## src/rtl/up_loader.sv

```systemverilog
// Program-load controller: halts the core, hunts the sync preamble, writes the image top-down.
// Optional trailing checksum byte enabled by defining UP_LOADER_CHECKSUM_EN.
module up_loader #(
  parameter int unsigned ADDR_W = 8,
  parameter logic [7:0]  SYNC0  = 8'h55,
  parameter logic [7:0]  SYNC1  = 8'hAA
) (
  input  logic              clk,
  input  logic              rst,
  input  logic              prog,
  input  logic [7:0]        rx_data,
  input  logic              rx_valid,
  output logic              mem_we,
  output logic [ADDR_W-1:0] mem_addr,
  output logic [7:0]        mem_wdata,
  output logic              core_hold,
  output logic              busy,
  output logic              done,
  output logic              err
);

  typedef enum logic [2:0] {
    S_IDLE,
    S_SYNC_A,
    S_SYNC_B,
    S_LOAD,
`ifdef UP_LOADER_CHECKSUM_EN
    S_CSUM,
`endif
    S_DONE,
    S_ERR
  } state_t;

  state_t            state;
  state_t            state_nxt;
  logic [ADDR_W-1:0] cnt;
  logic              loaded;
  logic              busy_nxt;

`ifdef UP_LOADER_CHECKSUM_EN
  logic [7:0] sum;
  logic [7:0] sum_total;
  assign sum_total = sum + rx_data;
`endif

  always_comb begin
    state_nxt = state;
    case (state)
      S_IDLE:   if (prog) state_nxt = S_SYNC_A;
      S_SYNC_A: begin
        if (!prog) state_nxt = S_ERR;
        else if (rx_valid && rx_data == SYNC0) state_nxt = S_SYNC_B;
      end
      S_SYNC_B: begin
        if (!prog) state_nxt = S_ERR;
        else if (rx_valid) begin
          if (rx_data == SYNC1)      state_nxt = S_LOAD;
          else if (rx_data == SYNC0) state_nxt = S_SYNC_B;
          else                       state_nxt = S_SYNC_A;
        end
      end
      S_LOAD: begin
        if (!prog) state_nxt = S_ERR;
        else if (rx_valid && cnt == '0) begin
`ifdef UP_LOADER_CHECKSUM_EN
          state_nxt = S_CSUM;
`else
          state_nxt = S_DONE;
`endif
        end
      end
`ifdef UP_LOADER_CHECKSUM_EN
      S_CSUM: begin
        if (!prog) state_nxt = S_ERR;
        else if (rx_valid) state_nxt = (sum_total == 8'h00) ? S_DONE : S_ERR;
      end
`endif
      S_DONE:   if (!prog) state_nxt = S_IDLE;
      S_ERR:    if (prog) state_nxt = S_SYNC_A;
      default:  state_nxt = S_IDLE;
    endcase
  end

  always_comb begin
    busy_nxt = (state_nxt == S_SYNC_A) || (state_nxt == S_SYNC_B) || (state_nxt == S_LOAD);
`ifdef UP_LOADER_CHECKSUM_EN
    if (state_nxt == S_CSUM) busy_nxt = 1'b1;
`endif
  end

  // Status outputs are computed from the next state so they are registered yet not lagging.
  always_ff @(posedge clk) begin
    if (rst) begin
      state     <= S_IDLE;
      cnt       <= '0;
      loaded    <= 1'b0;
      mem_we    <= 1'b0;
      mem_addr  <= '0;
      mem_wdata <= '0;
      core_hold <= 1'b1;
      busy      <= 1'b0;
      done      <= 1'b0;
      err       <= 1'b0;
`ifdef UP_LOADER_CHECKSUM_EN
      sum       <= '0;
`endif
    end else begin
      state  <= state_nxt;
      mem_we <= 1'b0;

      if (state == S_SYNC_B && state_nxt == S_LOAD) begin
        cnt <= '1;
`ifdef UP_LOADER_CHECKSUM_EN
        sum <= '0;
`endif
      end

      // The counter holds at zero after the last write so it never wraps inside LOAD.
      if (state == S_LOAD && prog && rx_valid) begin
        mem_we    <= 1'b1;
        mem_addr  <= cnt;
        mem_wdata <= rx_data;
        if (cnt != '0) cnt <= cnt - 1'b1;
`ifdef UP_LOADER_CHECKSUM_EN
        sum <= sum_total;
`endif
      end

      if ((state == S_IDLE || state == S_ERR) && prog) begin
        done <= 1'b0;
        err  <= 1'b0;
      end
      if (state_nxt == S_DONE) begin
        done   <= 1'b1;
        loaded <= 1'b1;
      end
      if (state_nxt == S_ERR) err <= 1'b1;

      busy      <= busy_nxt;
      core_hold <= prog | busy_nxt | (state_nxt == S_ERR) | ~(loaded | (state_nxt == S_DONE));
    end
  end

endmodule

```

## config.mk

```make
export PLATFORM = sky130hd
export DESIGN_NAME = up_loader
export DESIGN_NICKNAME = d
export VERILOG_FILES = /design/src/rtl/up_loader.sv
export SDC_FILE = /design/constraint.sdc
export NUM_CORES = 1
export LEC_CHECK = 0
export CAP_MARGIN = 30
export CORE_ASPECT_RATIO = 0.75
export CORE_MARGIN = 2
export CORE_UTILIZATION = 51
export CTS_BUF_LIST = sky130_fd_sc_hd__clkbuf_8
export DETAILED_ROUTE_END_ITERATION = 8
export PLACE_DENSITY_LB_ADDON = 0.12
export RECOVER_POWER = 100
export SLEW_MARGIN = 40
export SYNTH_ARGS = -nofsm -noshare
export SYNTH_HDL_FRONTEND = slang
export SYNTH_SLANG_ARGS = --single-unit
```

## constraint.sdc

```tcl
create_clock -name clk -period 2.6 [get_ports clk]
set_input_delay 0.52 -clock clk [delete_from_list [all_inputs] [get_ports clk]]
set_output_delay 0.52 -clock clk [all_outputs]
set_load 0.01 [all_outputs]
```

Yosys cells after proc, flatten, opt, wreduce, memory -nomap -nowiden. Cells that the tools add are included.

Equal/unequal tests: 12. Add/sub/neg operators: 1. Multiplexer cells: 18. Reduce and logical (&&, ||, !) cells: 15. Bitwise gates (word level): 5.

Operators with widths (count): two-way mux 3 bit (8); two-way mux 8 bit (3); one-hot mux 3 bit (5 select lines) (1); equality test 3 x 2 -> 1 bit, second input constant (4); equality test 3 bit, second input constant (4); equality test 8 x 7 -> 1 bit, second input constant (1); equality test 8 bit, second input constant (1); zero test 8 bit (1); nonzero test 8 bit (1); subtractor 8 x 1 -> 8 bit, second input constant (1); equality test 3 x 1 -> 1 bit, second input constant (2); logical AND 1 bit (6); two-way mux 1 bit (4); two-way mux 2 bit (2); bitwise OR 1 bit (4); nonzero test 2 bit (2); zero test 3 bit (1); logical OR 1 bit (3); OR reduction 2 bit (1); inverter 1 bit (1).

Logic and storage cells: 61. Input bits: 12. Register bits: 33. Output and inout bits: 21.

Longest topological paths before layout.
Depth after elaboration: 12. Mapped depth: 9. Gate-level depth less buffers: 7.

Least setup slack after synthesis. No wires, ideal clock.

Path type: input-to-reg. From: in prog. To: reg mem_addr[2]. Buffers on the path: 3. Arrival time: 1976 ps. Data required time: 2530 ps. Stages on the path: 7. Slack: 553 ps. Setup time: 70 ps. Path through: buf_2 -> inv_1 -> nor4_1 -> clkbuf_1 -> buf_2 -> nand2_1 -> a21oi_1.

Word-level cells in the longest chain between the ends: 2.

Ends and longest elaborated chain: start, declared (line 10) `input logic prog,`; logical AND 1 bit (2 in a row) (line 119) `if (state == S_LOAD && prog && rx_valid) begin`; end signal, assigned (line 121) `mem_addr <= cnt;`; end, declared (line 14) `output logic [ADDR_W-1:0] mem_addr,`.

Every way passes these cells. A chain may end at the register's enable or synchronous reset.

Final worst setup path.
From: in prog. To: reg cnt[1].

Word-level cells in the longest chain between the ends: 7. Elaborated cells on any way between the ends: 13. Those cells by class: 1 x eq/ne; 9 x mux; 3 x reduce/logical.

Ends and longest elaborated chain: two-way mux 3 bit, on equally long branches; one-hot mux 3 bit (5 select lines) (line 48) `case (state)`; equality test 3 x 2 -> 1 bit (line 111) `if (state == S_SYNC_B && state_nxt == S_LOAD) begin`; logical AND 1 bit (line 111); two-way mux 8 bit (line 111); two-way mux 8 bit (line 123) `if (cnt != '0) cnt <= cnt - 1'b1;`; two-way mux 8 bit * (line 119); end signal, assigned (line 123); end, declared (line 36) `logic [ADDR_W-1:0] cnt;`.

Every way passes the cells marked *; elsewhere a longest branch is shown, timed or not.

==> out/metrics.cfg <==
[drt]
drt_iter0_markers=122
viasPerCell=5.69
ant_nets=0
vias=1434
wl_um=3710
drc=0
firstDrtPassIters=4
drt-wirelength-per-cell_um=14.7

[finish]
multi_input_area_um2=756
antennaDiodeCount=0
area_delta_synth_final_pct=31.8
drive_above_1_share_pct=6.94
post-route-util_pct=72.8
final_cell_area_um2=1950
fin_cells=252
fillers=200
nets=229
regArea_um2=661

[timing]
period_share_pct=91.6
layout_min_cycle_time_ns=2.38
max_freq_mhz=420
worst_slack_ns=0.219
worst_pin_slew_ns=0.693
tns_ns=0
rsz0062_at_grt=no
finalSetupViolCount=0
clock_skew_ns=0.0102
hold_viol=0
slew_headroom_pct=53.8
drv_slew=0

[worst_setup_path]
cp_max_fo=9
regToRegSetupSlack_ns=0.47
cp_top_family=buffers and inverters
r2r-end=cnt[1]$_SDFF_PP0_
crit_top_cell=o21ai_0
reg2reg_depth=8
cp_slowest_cell=dlygate4sd3_1
critPathArrivalTime_ns=2.60
cp-end-kind=register
r2r_start=cnt[1]$_SDFF_PP0_
cp-start-kind=input pin
path_buf_inv=3
path_cells=dlygate4sd3_1 > clkbuf_1 > nor3b_1 > a211oi_1 > o21ai_0 > o21ai_0 > buf_4 > a21oi_1
max_stage_delay_ns=0.55
required_ns=2.82
criticalPathCategory=input pin to register

[clock_tree]
htree_levels=2
clk_pin_slew_ns=0.07
clk_path_buf_depth=2
cts_tree=yes
cts_resized=0
root_buffer=clkbuf_8
hold_buffers=0
clock_latency_ns=0.29
post_cts_buffers=0
cts_inserted_buffers=5
clock_sinks=33

[global_route]
grt_overflow=0
grt_pass1_wl_um=5980
grt_antenna_before_repair=0
grt_pass1_vias=1322
grt_util_all_layers_pct=23.9
grt_max_degree=22

[yosys]
avgSynthCellArea_um2=8.18
synth.area.mux_share_pct=0
synthCells=181
seq_area_frac_synth_pct=44.6
synth-seq-cells=33
yosysUniqueCellTypes=40
synth_compound_area_share_pct=19.9
syn_area_um2=1480
synth_edf_count=0
synth_top_family_by_area=simple AND/OR/NAND/NOR gates
synth-simple-area-share_pct=26.0
synthAdderAreaFrac_pct=1.69
synthFlopType=dfxtp_1
yosysWarnings=0
synth_fp_nets=195
synth_xor_area_share_pct=2.96
synth-async-reset-ratio_pct=0

[floorplanning]
row_count=16
dieHeight_um=50.7
die-area_um2=3360
die-width_um=66.2
io_pins=33
core_area_um2=2680
start_util_pct=55.2

[power_and_ir_drop]
p_sw_share_pct=22.7
p_sw_mw=0.246
internal_power_mw=0.839
clkPwrFrac_pct=44.6
p_per_area_nw_per_um2=556
power.share.sequential_pct=48.0
vdd_ir_drop_max_v=0.000330
combinationalPowerShare_pct=7.4
cellLeakagePower_nw=0.760

[place]
dpl.cell_count=244
pre_cts_slack_ns=0.120
port_buffers=32
globalplace.congestion=0.887
dpl-instance-area_um2=1850
dp_hpwl_um=2560

[run_status]
outcome=finished, final reports clean

[run]
drv_cap=0

[hold_path]
hold_end=mem_addr[1]$_SDFFE_PP0P_
whs_path_depth=2
min_from=mem_addr[1]$_SDFFE_PP0P_
min_path_type=register to register

[stage by stage]
step                      hold slack, ns  power (mW)
final                              0.452        1.09
after global routing               0.481        1.12
after CTS                          0.456        1.09
after detailed placement           0.446       0.615
after global placement             0.441       0.612
after floorplan                    0.441       0.575
[final cells by class]
class	count	area share [%]
repair buffers	38	18.3
clock inverters	3	2.37
well taps	36	2.31
multi-input cells	132	38.7
clock buffers	5	3.52
inverters	5	0.961
flip-flops and latches	33	33.8
[Yosys cell counts, types with 4 or more instances]
cell type	instances	area share [%]
nand3_1	4	1.4
o21ai_1	5	1.7
nand2_1	33	8.4
nand4_1	4	1.7
dfxtp_1	33	45
inv_1	5	1.3
nor2_1	13	3.3
xor2_1	4	2.4
a21oi_1	26	8.8
clkbuf_1	7	1.8
[routing by layer]
layer / GRT usage (%) / share of wire, %
met2: 38.8 / 50
met4: 10.9 / 1.8
met5: 0 / 0
met1: 29.2 / 43
met3: 6.95 / 5.8
[worst min-delay path, cell delays in order, from the launching register on]
cell and delay, ns:
dfxtp_1 0.31, nand2_1 0.05, a21oi_1 0.05
[sequential cells by signal, summed over array words and instances (netlist names)]
name,cells
mem_addr,8
done,1
mem_wdata,8
busy,1
cnt,8
loaded,1
state,3
err,1
mem_we,1
core_hold,1
[power groups by stage]
stage | Sequential (mW) | Clock, mW | Combinational [mW]
6_report | 0.522 | 0.484 | 0.0801
5_1_grt | 0.523 | 0.514 | 0.0872
4_1_cts | 0.521 | 0.488 | 0.0828
3_5_place_dp | 0.533 | 0 | 0.0821
3_3_place_gp | 0.533 | 0 | 0.0795
2_1_floorplan | 0.529 | 0 | 0.0464
[how the worst max path moves through the flow]
stage | slack, ns | depth (start not counted) | from | to
floorplan | 0.55 | 7 | prog | mem_addr[2]$_SDFFE_PP0P_
global placement | 0.26 | 6 | rx_data[4] | state[1]$_SDFF_PP0_
detailed placement | 0.12 | 6 | rx_data[4] | state[1]$_SDFF_PP0_
CTS | 0.40 | 6 | rx_data[4] | state[1]$_SDFF_PP0_
global route | 0.09 | 6 | rx_data[4] | state[1]$_SDFF_PP0_
finish | 0.22 | 8 | prog | cnt[1]$_SDFF_PP0_
[kinds of logic (layout without fill, tap and decap cells)]
kind of cell	Yosys count	after routing
buf+inv	16	51
simple gates	76	76
fa+ha+maj	2	2
compound gates	49	49
flops	33	33
xor+xnor	5	5
[cells in the final DEF, fill, tap and decap left out, types with 3 or more instances in the layout]
cell / n
clkbuf_8: 5
nor4bb_1: 3
nand3_1: 4
dlygate4sd3_1: 23
clkdlybuf4s50_1: 9
nand2b_1: 3
dfxtp_1: 33
a31oi_1: 3
xor2_1: 4
buf_4: 4
inv_1: 5
nor2_1: 13
nand2_1: 33
o21ai_0: 5
a21oi_1: 26
nand4_1: 4
Power figures use the tool's default switching activity.
